==> config.mk <==
export PLATFORM = sky130hd
export DESIGN_NAME = jk_drive_seq
export DESIGN_NICKNAME = d
export VERILOG_FILES = /design/src/rtl/jk_drive_seq_pkg.sv /design/src/rtl/jk_drive_seq_bit_fifo.sv /design/src/rtl/jk_drive_seq.sv
export SDC_FILE = /design/constraint.sdc
export NUM_CORES = 1
export LEC_CHECK = 0
export ABC_AREA = 0
export CAP_MARGIN = 20
export CORE_MARGIN = 1.5
export CORE_UTILIZATION = 25
export DETAILED_ROUTE_END_ITERATION = 10
export GPL_ROUTABILITY_DRIVEN = 0
export PLACE_DENSITY = 0.49
export RECOVER_POWER = 100
export SYNTH_ARGS = -nofsm -noshare
export SYNTH_HDL_FRONTEND = slang
export SYNTH_SLANG_ARGS = --single-unit
==> constraint.sdc <==
create_clock -name CLK -period 2.6 [get_ports CLK]
set_clock_uncertainty 0.1 [all_clocks]
set_input_delay 0.52 -clock CLK [delete_from_list [all_inputs] [get_ports CLK]]
set_output_delay 0.52 -clock CLK [all_outputs]
set_load 0.05 [all_outputs]
==> src/rtl/jk_drive_seq_pkg.sv <==
// Shared state encoding, policy constants and the JK excitation rule
// used by the jk_drive_seq drive side.
package jk_drive_seq_pkg;

    typedef enum logic [1:0] {
        ST_INIT   = 2'd0,
        ST_SETTLE = 2'd1,
        ST_RUN    = 2'd2
    } state_e;

    localparam int POLICY_SET_RESET = 0;
    localparam int POLICY_TOGGLE    = 1;

    typedef struct packed {
        logic j;
        logic k;
    } jk_cmd_t;

    // J/K needed to move a JK flip-flop from q_cur to target on the next edge.
    function automatic jk_cmd_t excite(input logic q_cur, input logic target, input int policy);
        jk_cmd_t cmd;
        cmd = '{j: 1'b0, k: 1'b0};
        if (target != q_cur) begin
            if (policy == POLICY_TOGGLE) begin
                cmd = '{j: 1'b1, k: 1'b1};
            end else begin
                cmd = '{j: target, k: ~target};
            end
        end
        return cmd;
    endfunction

endpackage

==> src/rtl/jk_drive_seq_bit_fifo.sv <==
// 1-bit synchronous FIFO with full/empty flags; pointers carry one extra
// wrap bit so full and empty are distinguishable without a counter.
module jk_drive_seq_bit_fifo #(
    parameter int DEPTH = 4
) (
    input  logic clk,
    input  logic rst,
    input  logic push,
    input  logic push_bit,
    input  logic pop,
    output logic pop_bit,
    output logic full,
    output logic empty
);

    localparam int AW = $clog2(DEPTH);

    logic [AW:0]      wr_ptr_q, wr_ptr_d;
    logic [AW:0]      rd_ptr_q, rd_ptr_d;
    logic [DEPTH-1:0] mem_q, mem_d;

    assign empty   = (wr_ptr_q == rd_ptr_q);
    assign full    = (wr_ptr_q[AW] != rd_ptr_q[AW]) && (wr_ptr_q[AW-1:0] == rd_ptr_q[AW-1:0]);
    assign pop_bit = mem_q[rd_ptr_q[AW-1:0]];

    always_comb begin
        wr_ptr_d = wr_ptr_q;
        rd_ptr_d = rd_ptr_q;
        mem_d    = mem_q;
        if (push && !full) begin
            mem_d[wr_ptr_q[AW-1:0]] = push_bit;
            wr_ptr_d                = wr_ptr_q + (AW+1)'(1);
        end
        if (pop && !empty) begin
            rd_ptr_d = rd_ptr_q + (AW+1)'(1);
        end
    end

    always_ff @(posedge clk or posedge rst) begin
        if (rst) begin
            wr_ptr_q <= '0;
            rd_ptr_q <= '0;
        end else begin
            wr_ptr_q <= wr_ptr_d;
            rd_ptr_q <= rd_ptr_d;
        end
    end

    // NOTE: storage is deliberately not reset; the pointers alone decide which entries are valid.
    always_ff @(posedge clk) begin
        mem_q <= mem_d;
    end

endmodule

==> src/rtl/jk_drive_seq.sv <==
// Drive side of a JK flip-flop link: turns queued target bits into registered
// J/K commands and checks the returned Q two edges after each command.
module jk_drive_seq
    import jk_drive_seq_pkg::*;
#(
    parameter int DEPTH  = 4,
    parameter int POLICY = 0,
    parameter int CNT_W  = 8
) (
    input  logic             CLK,
    input  logic             RST,
    input  logic             IN_VALID,
    input  logic             IN_BIT,
    output logic             IN_READY,
    output logic             J,
    output logic             K,
    input  logic             Q_FB,
    input  logic             CLR_ERR,
    output logic             ACTIVE,
    output logic             ERR,
    output logic [CNT_W-1:0] ERR_CNT
);

    localparam logic [CNT_W-1:0] CNT_MAX = '1;

    logic fifo_push, fifo_pop, fifo_bit, fifo_full, fifo_empty;

    state_e           state_q, state_d;
    jk_cmd_t          jk_q, jk_d;
    logic             q_model_q, q_model_d;
    logic             exp_v_q, exp_v_d;
    logic             chk_v_q, chk_v_d;
    logic             chk_exp_q, chk_exp_d;
    logic             err_q, err_d;
    logic [CNT_W-1:0] err_cnt_q, err_cnt_d;

    assign IN_READY  = !fifo_full;
    assign fifo_push = IN_VALID && IN_READY;

    jk_drive_seq_bit_fifo #(.DEPTH(DEPTH)) u_fifo (
        .clk      (CLK),
        .rst      (RST),
        .push     (fifo_push),
        .push_bit (IN_BIT),
        .pop      (fifo_pop),
        .pop_bit  (fifo_bit),
        .full     (fifo_full),
        .empty    (fifo_empty)
    );

    // NOTE: every signal written here gets a default first, so no path through the case infers a latch.
    always_comb begin
        state_d   = state_q;
        jk_d      = '{j: 1'b0, k: 1'b0};
        q_model_d = q_model_q;
        exp_v_d   = 1'b0;
        fifo_pop  = 1'b0;
        case (state_q)
            ST_INIT: begin
                jk_d    = '{j: 1'b0, k: 1'b1};
                state_d = ST_SETTLE;
            end
            ST_SETTLE: begin
                state_d = ST_RUN;
            end
            ST_RUN: begin
                if (!fifo_empty) begin
                    fifo_pop  = 1'b1;
                    jk_d      = excite(q_model_q, fifo_bit, POLICY);
                    q_model_d = fifo_bit;
                    exp_v_d   = 1'b1;
                end
            end
            default: begin
                state_d = ST_INIT;
            end
        endcase
    end

    // Clear is applied before the mismatch so a coincident error still counts as one.
    always_comb begin
        chk_v_d   = exp_v_q;
        chk_exp_d = q_model_q;
        err_d     = err_q;
        err_cnt_d = err_cnt_q;
        if (CLR_ERR) begin
            err_d     = 1'b0;
            err_cnt_d = '0;
        end
        if (chk_v_q && (Q_FB != chk_exp_q)) begin
            err_d = 1'b1;
            if (err_cnt_d != CNT_MAX) begin
                err_cnt_d = err_cnt_d + CNT_W'(1);
            end
        end
    end

    // NOTE: non-blocking assignments here so every flop samples its _d value from the same instant.
    always_ff @(posedge CLK or posedge RST) begin
        if (RST) begin
            state_q   <= ST_INIT;
            jk_q      <= '{j: 1'b0, k: 1'b0};
            q_model_q <= 1'b0;
            exp_v_q   <= 1'b0;
            chk_v_q   <= 1'b0;
            chk_exp_q <= 1'b0;
            err_q     <= 1'b0;
            err_cnt_q <= '0;
        end else begin
            state_q   <= state_d;
            jk_q      <= jk_d;
            q_model_q <= q_model_d;
            exp_v_q   <= exp_v_d;
            chk_v_q   <= chk_v_d;
            chk_exp_q <= chk_exp_d;
            err_q     <= err_d;
            err_cnt_q <= err_cnt_d;
        end
    end

    assign J       = jk_q.j;
    assign K       = jk_q.k;
    assign ERR     = err_q;
    assign ERR_CNT = err_cnt_q;
    assign ACTIVE  = !fifo_empty || exp_v_q || chk_v_q;

endmodule

==> impl_metrics.yaml, run 1 <==
final_layout:
  finalNetCount: 133
  area_growth_pct: 22.9
  layout.filler_cells: 476
  diodes: 0
  drive_gt1_frac: 0.0496
clocking:
  cts_resized: 0
  clk_pin_slew_worst_paths_ps: 90
  htree_levels: 1
  cts-buffers-inserted: 3
  cts-root-buf: "clkbuf_8"
  cts_hold_buffers: 0
  cts_tree: "done"
  clkSinkCount: 27
  clock_path_buffers: 2
  cts_setup_buffers: 0
  clk_latency_ps: 270
sta:
  min_period_ps: 2310
  worst_pin_slew_ps: 1250
  max_freq_mhz: 432
  final-max-slew-violation-count: 0
  setup_tns_ps: 0
  hold_viol_final: 0
  worst_slack_ps: 287
  grt_setup_unrepaired: "no"
  relSlewSlack: 0.166
  hold_ws_ps: 273
  finalSetupViolCount: 0
  post-route-period-util: 0.890
grt:
  overflow: 0
  grt_pass1_wl_um: 3640
  grtUsageTotal: 0.0900
  grt_pass1_vias: 792
  antenna_found_initial: 0
  grt_max_degree: 24
power:
  p_clk_frac: 0.147
  p_sw_frac: 0.406
  p_switching_w: 0.000646
  internal-power_w: 0.000948
  pwr-share-seq: 0.416
  combPwrFrac: 0.437
  vdd_drop_max_mv: 0.522
  power_density_nw_per_um2: 1060
  p_leak_nw: 0.676
worst_setup_path:
  cp-start-kind: "flip-flop"
  required_ps: 1980
  worstSetupEndpointType: "output pin"
  r2r-start: "u_fifo.wr_ptr_q[0]"
  cp.arrival_ps: 1690
  path_class: "reg -> out"
  cp_slowest_cell: "dfrtp_1"
  cp_cell_sequence: "xnor2_1 > nand3_1 > or3_1 > clkbuf_2"
  crit_fanout: 5
  reg2reg_to: "u_fifo.rd_ptr_q[1]"
  reg2reg_slack_ps: 670
  ff2ff_path_depth: 3
  max_stage_delay_ps: 450
logic_synthesis:
  synth_nets: 110
  synth_common_cells: "dfrtp_1, nand2_1, inv_1, xnor2_1"
  syn_area_per_cell_um2: 12.3
  ys_seq_elements: 27
  synthFlopType: "dfrtp_1"
  synth-edff-count: 4
  synth_area_leaders: "dfrtp_1, edfxtp_1, ha_1, xnor2_1, xor2_1"
  ys.warnings.count: 0
  synth_area_leader_cell: "dfrtp_1"
  syn_inst: 99
  syn_area_um2: 1220
  async_reset_ff_frac: 0.852
  ys_types: 32
  synth.most_common_cell: "dfrtp_1"
  synth_top_area_share: 0.472
  yosysSeqAreaShare: 0.570
route:
  wl_met2_um: 1030
  wl_met1_um: 992
  drc: 0
  vias_per_cell: 4.32
  ant_nets: 0
  top_layer_used: "met4"
  first_pass_iters: 4
  wl_per_cell_um: 11.3
  wl_met3_um: 99
  vias: 813
  finalWirelength_um: 2130
  drtIter0Drc: 56
floorplan:
  rows: 25
  num_io_pins: 19
  coreArea_um2: 4720
  die_y_um: 72.9
  fp.dieW_um: 72.9
  die-area_um2: 5310
  initial_utilization: 0.258
worst_hold_path:
  hold_depth: 0
  hold_start: "chk_v_d"
  min_to: "chk_v_q"
  hold_path_class: "reg -> reg"
flow_run:
  maxCapViolCount: 0
place:
  dpl_worst_slack_ps: 404
  detailed_place_hpwl_um: 1560
  io_buffer_count: 18
outcome:
  status: "complete, no violations"
==> power groups by stage <==
stage / registers (W) / clock network (W) / logic [W]
final: 0.000663 / 0.000234 / 0.000697
after global placement: 0.000673 / 0 / 0.000762
after global routing: 0.000687 / 0.000270 / 0.000769
after floorplan: 0.000777 / 0 / 0.000470
after detailed placement: 0.000677 / 0 / 0.000776
after CTS: 0.000669 / 0.000251 / 0.000779
==> flip-flops by register name (all words and copies together) (netlist names) <==
name and cells:
ERR 1, chk_exp_q 1, u_fifo.mem_q 4, chk_v_d 1, u_fifo.wr_ptr_q 3, state_q 2
chk_exp_d 1, chk_v_q 1, J 1, K 1, ERR_CNT 8, u_fifo.rd_ptr_q 3
==> critical path, delay by kind of cell (launching register included) <==
kind | cells | cell delay (ps)
xor+xnor | 1 | 260
buf+inv | 1 | 250
flops | 1 | 450
simple gates | 2 | 460
==> kinds of logic (layout without fill, tap and decap cells) <==
| group | count (synthesis) | count (layout) | synth area share |
|---|---|---|---|
| flops | 27 | 27 | 0.570 |
| buf+inv | 7 | 29 | 0.0226 |
| simple gates | 31 | 31 | 0.145 |
| fa+ha+maj | 5 | 5 | 0.0513 |
| mux | 3 | 3 | 0.0431 |
| compound gates | 16 | 16 | 0.0964 |
| xor+xnor | 10 | 10 | 0.0718 |
==> worst max-delay path by stage <==
stage / from / end / depth (start not counted)
4_1_cts: u_fifo.wr_ptr_q[0] / ACTIVE / 4
5_1_grt: u_fifo.wr_ptr_q[1] / ACTIVE / 4
2_1_floorplan: u_fifo.wr_ptr_q[0] / u_fifo.wr_ptr_q[1] / 4
3_3_place_gp: CLR_ERR / ERR_CNT[6] / 5
3_5_place_dp: CLR_ERR / ERR_CNT[1] / 5
6_report: u_fifo.wr_ptr_q[0] / ACTIVE / 4
==> layer usage <==
metal  vias to the layer above  GRT usage
met5                         -          0
met2                        18      0.154
met1                       398      0.110
li1                        395          -
met4                         0     0.0126
met3                         2     0.0345
==> placed cells by master (no fill, tap or decap) <==
cell,n
and2_1,1
clkbuf_2,1
nand3b_1,1
ha_1,5
o21ai_0,2
nand2b_1,2
and3b_1,1
mux4_1,1
mux2_2,1
edfxtp_1,4
nand2_1,7
clkbuf_1,3
nand3_1,1
clkbuf_8,3
xnor2_1,6
nor3_1,2
inv_1,6
nor2_1,4
a41oi_1,1
clkdlybuf4s50_1,1
and4_1,2
xor2_1,4
a21oi_1,5
and4b_1,1
and3_1,5
o21bai_1,1
or3_1,1
a311oi_1,1
nand4_1,1
nor3b_1,1
a31oi_1,4
nor2b_1,1
dfrtp_1,23
mux2_4,1
a211oi_1,2
dlygate4sd3_1,15
==> area by class of cell <==
type	instances	area, um2	area share
clock buffer	4	45.0	0.0301
timing repair buffer	19	173	0.115
tap	67	83.8	0.0559
multi-input combinational	65	479	0.320
inverter	6	22.5	0.0150
sequential	27	696	0.464
==> stage by stage <==
| stage | area, um2 | total power [W] | utilization | instances |
|---|---|---|---|---|
| final | 1500 | 0.00159 | 0.317 | 188 |
| after CTS | 1530 | 0.00170 | 0.323 | 188 |
| after detailed placement | 1480 | 0.00145 | 0.314 | 184 |
| after global routing | 1500 | 0.00173 | 0.317 | 188 |
| after global placement | 1480 | 0.00144 | 0.314 | 184 |
| after floorplan | 1220 | 0.00125 | - | 99 |
Power figures use the tool's default switching activity.
==> run 2, diff against run 1 <==
--- a/config.mk
+++ b/config.mk
@@ -9,10 +9,13 @@
 export CAP_MARGIN = 20
 export CORE_MARGIN = 1.5
 export CORE_UTILIZATION = 25
+export CTS_CLUSTER_SIZE = 8
 export DETAILED_ROUTE_END_ITERATION = 10
 export GPL_ROUTABILITY_DRIVEN = 0
+export GPL_TIMING_DRIVEN = 0
 export PLACE_DENSITY = 0.49
 export RECOVER_POWER = 100
+export SLEW_MARGIN = 20
 export SYNTH_ARGS = -nofsm -noshare
 export SYNTH_HDL_FRONTEND = slang
 export SYNTH_SLANG_ARGS = --single-unit
==> impl_metrics.yaml, run 2 (synthesis gave the netlist of run 1 again) <==
outcome:
  status: "complete, no violations"
clocking:
  clock_path_buffers: 2
  clk_latency_ps: 270
  cts-buffers-inserted: 3
  htree_levels: 1
  clkSinkCount: 27
  cts-root-buf: "clkbuf_8"
  clk_pin_slew_worst_paths_ps: 100
  cts_tree: "done"
grt:
  grtUsageTotal: 0.0919
  antenna_found_initial: 0
  overflow: 0
  met1_usage: 0.118
  grt_max_degree: 24
  grt_util_met3: 0.0331
  busiest_layer: "met2"
  grtUsageMet2: 0.153
  grt_pass1_vias: 786
  grt_pass1_wl_um: 3770
sta:
  relSlewSlack: 0.423
  final-max-slew-violation-count: 0
  setup_tns_ps: 0
  hold_viol_final: 0
  worst_pin_slew_ps: 864
  post-route-period-util: 0.907
  min_period_ps: 2360
  worst_slack_ps: 241
  grt_setup_unrepaired: "no"
  hold_ws_ps: 269
  finalSetupViolCount: 0
  max_freq_mhz: 424
route:
  drc: 0
  wl_per_cell_um: 11.8
  first_pass_iters: 4
  finalWirelength_um: 2200
  ant_nets: 0
  vias: 804
  drtIter0Drc: 12
  vias_per_cell: 4.30
power:
  power_density_nw_per_um2: 1090
  vdd_drop_max_mv: 0.660
  power_w: 0.00164
  p_leak_nw: 0.691
final_layout:
  diodes: 0
  final_common_cell: "dfrtp_1"
  layout.filler_cells: 466
  largest_reg_flops: 8
  final_cell_count_no_fill: 187
  drive_gt1_frac: 0.0833
  layout_common_cells: "dfrtp_1, dlygate4sd3_1, nand2_1, inv_1"
  area_growth_pct: 24.0
  finalNetCount: 132
place:
  dpl_worst_slack_ps: -41.5
  dp_cells: 183
  io_buffer_count: 17
  detailed_place_hpwl_um: 1640
worst_setup_path:
  max_stage_delay_ps: 450
  crit_family: "simple AND/OR/NAND/NOR gates"
  cp_slowest_cell: "dfrtp_1"
  required_ps: 1980
  path_class: "reg -> out"
  crit_fanout: 5
  path_buf_inv: 1
  worstSetupEndpointType: "output pin"
  cp_cell_sequence: "xnor2_1 > nand3_1 > or3_1 > clkbuf_2"
  cp.arrival_ps: 1740
  cp-start-kind: "flip-flop"
floorplan:
  die_y_um: 72.9
  fp.dieW_um: 72.9
  initial_utilization: 0.258
  rows: 25
  num_io_pins: 19
  coreArea_um2: 4720
  die-area_um2: 5310
flow_run:
  maxCapViolCount: 0
worst_hold_path:
  hold_path_class: "reg -> reg"
-- run 2: cell count changes in the layout (fill, tap and decap cells not counted), sizes merged --
cell         change
clkbuf           -3
dlygate4sd3      -1
buf              +1
dlygate4sd2      +1
inv              +1
-- run 2: power by group --
part	internal, W	leakage (nW)	switching [W]
clock network	0.000110	0.0260	0.000134
registers	0.000560	0.318	0.000112
logic	0.000301	0.346	0.000426
-- run 2: layout make-up --
cell class	instances	area [um2]	area share
flip-flops and latches	27	696	0.460
clock buffers	3	41.3	0.0273
multi-input cells	65	494	0.327
well taps	67	83.8	0.0554
inverters	6	22.5	0.0149
plain buffers	1	5.00	0.00331
repair buffers	17	164	0.108
clock inverters	1	6.26	0.00414
-- run 2: worst reg2reg max path, cell delays in order (launching register included) --
cell and delay (ps):
dfrtp_1 450, xnor2_1 190, a311oi_1 740, mux2_4 350
-- run 2: per-layer routing --
metal / part of all wire / wire [um] / vias up
met5: 0 / 0 / -
met2: 0.49 / 1090 / 19
met1: 0.46 / 1010 / 388
li1: - / - / 397
met4: 0 / 0 / 0
met3: 0.046 / 102 / 0
-- run 2: metrics by stage --
stage / cell area, um2 / util
6_report: 1510 / 0.320
5_1_grt: 1510 / 0.320
4_1_cts: 1540 / 0.326
3_3_place_gp: 1470 / 0.312
2_1_floorplan: 1220 / -
3_5_place_dp: 1470 / 0.312
-- run 2: worst paths after layout --
kind	start	endpoint	slack, ps	depth (start not counted)
setup / recovery	u_fifo.wr_ptr_q[1]	ACTIVE	240	4
hold / removal	chk_v_d	chk_v_q	270	0
setup reg to reg	u_fifo.wr_ptr_q[1]	u_fifo.rd_ptr_q[1]	670	3
hold reg to reg	chk_v_d	chk_v_q	270	0
max in group asynchronous	RST	u_fifo.rd_ptr_q[2]	1110	2
min in group asynchronous	RST	ERR_CNT[4]	750	2
-- run 2: timing repair --
item,4_1_cts,5_1_grt
resized for setup,5,2
setup endpoints to repair,2,1
setup buffers,0,0
hold buffers,0,0
